<file path="config.mk">
export PLATFORM = sky130hd
export DESIGN_NAME = transpose_nxn
export DESIGN_NICKNAME = d
export VERILOG_FILES = /design/src/rtl/jenc_pkg.sv /design/src/rtl/transpose_bank.sv /design/src/rtl/transpose_nxn.sv
export SDC_FILE = /design/constraint.sdc
export NUM_CORES = 2
export LEC_CHECK = 0
export CAP_MARGIN = 20
export CORE_MARGIN = 1
export CORE_UTILIZATION = 57
export DETAILED_ROUTE_END_ITERATION = 7
export PLACE_DENSITY = 0.84
export SLEW_MARGIN = 20
export SYNTH_ARGS = -nofsm -noshare
export SYNTH_HDL_FRONTEND = slang
export SYNTH_SLANG_ARGS = --single-unit
</file>
<file path="constraint.sdc">
create_clock -name clk -period 131.1 [get_ports clk]
set_clock_uncertainty 0.2 [all_clocks]
set_input_delay 13.11 -clock clk [delete_from_list [all_inputs] [get_ports clk]]
set_output_delay 13.11 -clock clk [all_outputs]
set_load 0.005 [all_outputs]
</file>
<file path="src/rtl/jenc_pkg.sv">
// Shared types and helpers for the JPEG encoder datapath blocks.
package jenc_pkg;

    localparam int QW_DEF = 12;

    // Default element type of the first DCT pass; QW-parametrised modules size their own lanes.
    typedef logic signed [QW_DEF-1:0] elem_t;

    function automatic int clog2_min1(input int n);
        int w;
        w = 0;
        for (int i = 0; i < 31; i++) begin
            if ((1 << i) < n) begin
                w = i + 1;
            end
        end
        return (w < 1) ? 1 : w;
    endfunction

endpackage

</file>
<file path="src/rtl/transpose_bank.sv">
// One NxN register block: row-wide write port, combinational row or column read port.
module transpose_bank #(
    parameter int N  = 8,
    parameter int QW = 12
) (
    input  logic                  clk,
    input  logic                  reset,
    input  logic                  we,
    input  logic [$clog2(N)-1:0]  wrow,
    input  logic [N-1:0][QW-1:0]  wdata,
    input  logic                  rsel,
    input  logic [$clog2(N)-1:0]  ridx,
    output logic [N-1:0][QW-1:0]  rdata
);

    localparam int CW = $clog2(N);

    // mem_reg[row][col]
    logic [N-1:0][N-1:0][QW-1:0] mem_reg;

    generate
        for (genvar gi = 0; gi < N; gi++) begin : g_row
            always_ff @(posedge clk or posedge reset) begin
                if (reset) begin
                    mem_reg[gi] <= '0;
                end else if (we && (wrow == CW'(gi))) begin
                    mem_reg[gi] <= wdata;
                end
            end
        end

        // rsel=1 returns row ridx unchanged, rsel=0 returns column ridx.
        for (genvar gi = 0; gi < N; gi++) begin : g_lane
            assign rdata[gi] = rsel ? mem_reg[ridx][gi] : mem_reg[gi][ridx];
        end
    endgenerate

endmodule

</file>
<file path="src/rtl/transpose_nxn.sv">
// Block transpose buffer: NxN block in one row per beat, out one column per beat,
// NBUF blocks of storage so filling and draining overlap.
module transpose_nxn
    import jenc_pkg::*;
#(
    parameter int N    = 8,
    parameter int QW   = 12,
    parameter int NBUF = 2
) (
    input  logic                  clk,
    input  logic                  reset,
    input  logic [N-1:0][QW-1:0]  d,
    input  logic [$clog2(N)-1:0]  d_cnt,
    input  logic                  d_mode,
    input  logic                  d_valid,
    output logic                  d_hold,
    output logic [N-1:0][QW-1:0]  q,
    output logic [$clog2(N)-1:0]  q_cnt,
    output logic                  q_mode,
    output logic                  q_last,
    output logic                  q_valid,
    input  logic                  q_hold,
    output logic                  err_seq
);

    localparam int CW = $clog2(N);
    localparam int PW = clog2_min1(NBUF);
    localparam int OW = $clog2(NBUF + 1);

    localparam logic [CW-1:0] ROW_LAST = CW'(N - 1);
    localparam logic [CW-1:0] ROW_ONE  = CW'(1);
    localparam logic [PW-1:0] BUF_LAST = PW'(NBUF - 1);
    localparam logic [PW-1:0] BUF_ONE  = PW'(1);
    localparam logic [OW-1:0] OCC_FULL = OW'(NBUF);
    localparam logic [OW-1:0] OCC_ONE  = OW'(1);

    logic [PW-1:0]          wptr_reg, wptr_next;
    logic [PW-1:0]          rptr_reg, rptr_next;
    logic [CW-1:0]          wrow_reg, wrow_next;
    logic [CW-1:0]          rcol_reg, rcol_next;
    logic [OW-1:0]          occ_reg, occ_next;
    logic [NBUF-1:0]        mode_reg, mode_next;
    logic                   err_reg, err_next;
    logic [N-1:0][QW-1:0]   q_reg, q_next;
    logic [CW-1:0]          q_cnt_reg, q_cnt_next;
    logic                   q_mode_reg, q_mode_next;
    logic                   q_last_reg, q_last_next;
    logic                   q_valid_reg, q_valid_next;

    logic                   wr_fire, wr_done;
    logic                   advance, rd_fire, rd_done;
    logic [N-1:0][QW-1:0]   bank_rdata [NBUF];
    logic [N-1:0][QW-1:0]   rd_row;
    logic                   rd_mode;

    // Full is judged on registered occupancy only; a read freeing a slot this cycle does not unblock the writer.
    assign d_hold  = (occ_reg == OCC_FULL);
    assign wr_fire = d_valid & ~d_hold;
    assign wr_done = wr_fire & (wrow_reg == ROW_LAST);
    assign advance = ~q_valid_reg | ~q_hold;
    assign rd_fire = advance & (occ_reg != '0);
    assign rd_done = rd_fire & (rcol_reg == ROW_LAST);

    generate
        for (genvar gi = 0; gi < NBUF; gi++) begin : g_bank
            transpose_bank #(
                .N  (N),
                .QW (QW)
            ) u_bank (
                .clk   (clk),
                .reset (reset),
                .we    (wr_fire && (wptr_reg == PW'(gi))),
                .wrow  (wrow_reg),
                .wdata (d),
                .rsel  (mode_reg[gi]),
                .ridx  (rcol_reg),
                .rdata (bank_rdata[gi])
            );
        end
    endgenerate

    always_comb begin
        rd_row  = '0;
        rd_mode = 1'b0;
        for (int b = 0; b < NBUF; b++) begin
            if (rptr_reg == PW'(b)) begin
                rd_row  = bank_rdata[b];
                rd_mode = mode_reg[b];
            end
        end
    end

    always_comb begin
        wptr_next    = wptr_reg;
        rptr_next    = rptr_reg;
        wrow_next    = wrow_reg;
        rcol_next    = rcol_reg;
        occ_next     = occ_reg;
        mode_next    = mode_reg;
        err_next     = err_reg;
        q_next       = q_reg;
        q_cnt_next   = q_cnt_reg;
        q_mode_next  = q_mode_reg;
        q_last_next  = q_last_reg;
        q_valid_next = q_valid_reg;

        // d_cnt is only a sequence check; storage is always addressed by wrow.
        if (wr_fire) begin
            wrow_next = wrow_reg + ROW_ONE;
            if (d_cnt != wrow_reg) begin
                err_next = 1'b1;
            end
            if (wrow_reg == '0) begin
                for (int b = 0; b < NBUF; b++) begin
                    if (wptr_reg == PW'(b)) begin
                        mode_next[b] = d_mode;
                    end
                end
            end
            if (wr_done) begin
                wptr_next = (wptr_reg == BUF_LAST) ? '0 : wptr_reg + BUF_ONE;
            end
        end

        if (rd_fire) begin
            q_next       = rd_row;
            q_cnt_next   = rcol_reg;
            q_mode_next  = rd_mode;
            q_last_next  = (rcol_reg == ROW_LAST);
            q_valid_next = 1'b1;
            rcol_next    = rcol_reg + ROW_ONE;
            if (rd_done) begin
                rptr_next = (rptr_reg == BUF_LAST) ? '0 : rptr_reg + BUF_ONE;
            end
        end else if (advance) begin
            q_valid_next = 1'b0;
        end

        case ({wr_done, rd_done})
            2'b10:   occ_next = occ_reg + OCC_ONE;
            2'b01:   occ_next = occ_reg - OCC_ONE;
            default: occ_next = occ_reg;
        endcase
    end

    always_ff @(posedge clk or posedge reset) begin
        if (reset) begin
            wptr_reg    <= '0;
            rptr_reg    <= '0;
            wrow_reg    <= '0;
            rcol_reg    <= '0;
            occ_reg     <= '0;
            mode_reg    <= '0;
            err_reg     <= 1'b0;
            q_reg       <= '0;
            q_cnt_reg   <= '0;
            q_mode_reg  <= 1'b0;
            q_last_reg  <= 1'b0;
            q_valid_reg <= 1'b0;
        end else begin
            wptr_reg    <= wptr_next;
            rptr_reg    <= rptr_next;
            wrow_reg    <= wrow_next;
            rcol_reg    <= rcol_next;
            occ_reg     <= occ_next;
            mode_reg    <= mode_next;
            err_reg     <= err_next;
            q_reg       <= q_next;
            q_cnt_reg   <= q_cnt_next;
            q_mode_reg  <= q_mode_next;
            q_last_reg  <= q_last_next;
            q_valid_reg <= q_valid_next;
        end
    end

    assign q       = q_reg;
    assign q_cnt   = q_cnt_reg;
    assign q_mode  = q_mode_reg;
    assign q_last  = q_last_reg;
    assign q_valid = q_valid_reg;
    assign err_seq = err_reg;

endmodule

</file>
==> metrics <==
Worst VDD drop=34.90 µV; routed len/inst=33.43 µm; final setup TNS=0 ns; Final ANT Viol Nets=0; hold buffers post-CTS=0; footprint of the multi-input gates=40490 µm²; Slew Viols, Final=0; Post-synth EDFFs=0; initial antenna violation count=48; Placed Area=87130 µm²; crit path buf inv count=6; Worst Hold Class=reg -> reg; die height=386.1 µm; max reg flops=1536; Initial Util=0.5757; Post-Syn Instances=5338; pwr dens=28.02 nW/µm²; Setup crit end kind=asynchronous set/reset pin; drt first-iter violations=5689; Synth cell types=50; First-pass DRT Iterations=6; FF+latch count, synth=1651; Reg clk slew, reported paths=0.06 ns; vias in the first global route=55530; Max Clk Rate=57.03 MHz; final setup violation count=0; global-route wire length before repair=369.0 mm; DP HPWL=154.4 mm; die footprint=149100 µm²; layout cell share with drive strength beyond 1=0.4997; crit start category=input port; power consumption=0.002606 W; Top cell by count, worst path=buf_4; FILL cells=10080; postcts setup bufs=0; Leak Pwr=39.44 nW; crit-path leading delay family=buffers and inverters; outcome=completed; vias per cell=7.236; gr ovfl total=0; GR Util All Layers=0.3354; prevailing post-synth register cell=dfrtp_1; # resized after CTS=0; Hold WS=0.2757 ns; sequential standard cell area=41330 µm²; Clock Latency Late Sink=0.81 ns; total number of vias=53190; CTS tree=yes; chip width=386.1 µm; max-cap check violation count=0; Port Buffers=207; Async S/R FF share, synth=1.000; I/O pin cnt=208; drt total wl=245.8 mm; CP max-delay cell=buf_4; largest net degree at the start of global routing=184; area grow syn2layout=10.57%; pre-CTS setup slack=112.55 ns; Post-Syn Area=84100 µm²; Fin. Hold Viols=0; Sink Count=1651; Ys Warns=0; share of the synthesized area in the top cell type=0.4913; final worst slack=113.56 ns; Cell Rows=140; root buf cell=clkbuf_16; sequential element share of the synthesized area=0.4913; Syn Area/Cell=15.75 µm²; TritonCTS buffer count=170; Mapped Nets=5451; nets=5386; Tightest Pin Transition=1.171 ns; H-tree levels=4; Final period util=0.1338; Synth area leader=dfrtp_1; core area=146100 µm²; Max clock buf depth=3; Crit path largest cell delay=0.90 ns; unrepaired setup endpoints after global routing=no; Post-route DRC=0; most frequent cells in the layout=dfrtp_1, mux2_2, mux4_2; R2R setup slack=125.32 ns; CP Data Required Time=131.69 ns; GPL Wtd Cong=0.8759; top post-synthesis cells by area=dfrtp_1, mux2_2, mux4_2, a22oi_1, buf_2; CP Max Fanout=183; leading cell type in the layout, fill and taps excluded=dfrtp_1; crit-path cells=clkdlybuf4s50_1, inv_8, buf_4, buf_12, buf_4, buf_4; WP data arrival=18.13 ns; minimum clock period=17.54 ns; final instance area=92990 µm²; slew margin rel.=0.2192; Worst Path Class, Setup=in -> async
==> metal layers <==
layer | global-route usage | wire length [µm] | up-vias | part of all wire
li1 | - | - | 20850 | -
met1 | 0.4258 | 88010 | 28510 | 0.36
met2 | 0.5249 | 119700 | 3097 | 0.49
met3 | 0.07979 | 22860 | 738 | 0.093
met4 | 0.2070 | 15210 | 0 | 0.062
met5 | 0 | 0 | - | 0
==> cells in the mapped netlist, types with 8 or more instances <==
cell,n
nand3_1,71
xnor2_1,8
buf_2,225
a21oi_1,33
o22a_1,77
ha_1,9
mux4_2,759
buf_1,76
mux2_2,1541
a22o_1,18
buf_4,24
a31oi_1,12
nor2_1,43
o21ai_0,86
nor3_1,8
dfrtp_1,1651
clkbuf_1,208
a22oi_1,211
a221oi_1,19
inv_1,8
o211ai_1,13
nand2_1,65
mux2i_1,111
==> worst paths after layout <==
check,startpoint,end,cells past startpoint
worst max-delay path,reset,g_bank[1].u_bank.mem_reg[352]$_DFFE_PP0P_,6
worst min-delay path,err_seq$_DFFE_PP0P_,err_seq$_DFFE_PP0P_,1
worst max register to register,rcol_reg[1]$_DFFE_PP0P_,q[52]$_DFFE_PP0P_,8
worst min register to register,err_seq$_DFFE_PP0P_,err_seq$_DFFE_PP0P_,1
max in group clk,q_hold,q[74]$_DFFE_PP0P_,7
min in group asynchronous,reset,g_bank[0].u_bank.mem_reg[575]$_DFFE_PP0P_,2
==> final cells by class <==
| class | instances | area share |
|---|---|---|
| clock inverter | 58 | 0.008006 |
| multi-input combinational | 3138 | 0.4354 |
| antenna | 35 | 0.0009419 |
| sequential | 1651 | 0.4444 |
| inverter | 9 | 0.0004978 |
| clock buffer | 240 | 0.05326 |
| timing repair buffer | 303 | 0.03162 |
| tap | 1917 | 0.02579 |
==> report_power, final <==
group	total (W)	leakage [nW]	internal, W	switching (W)
clock network	0.000495	2.80	0.000287	0.000208
logic	0.00114	16.0	0.000636	0.000503
registers	0.000972	20.6	0.000751	0.000221
==> through the flow <==
| step | std cells | util |
|---|---|---|
| after floorplan | 5338 | - |
| after global placement | 7014 | 0.5962 |
| after detailed placement | 7015 | 0.5964 |
| after CTS | 7313 | 0.6354 |
| after global routing | 7349 | 0.6365 |
| final | 7351 | 0.6365 |
==> kinds of logic (layout without fill, tap and decap cells) <==
family,count (synthesis),in the layout,share of synthesized area
mux,2411,2411,0.4228
simple gates,213,213,0.01169
buf+inv,549,610,0.02955
flops,1651,1651,0.4913
xor+xnor,9,9,0.0009374
compound gates,496,496,0.04239
fa+ha+maj,9,9,0.001339
other cells,0,35,0
Note: power is estimated with default switching activity, not from simulation.
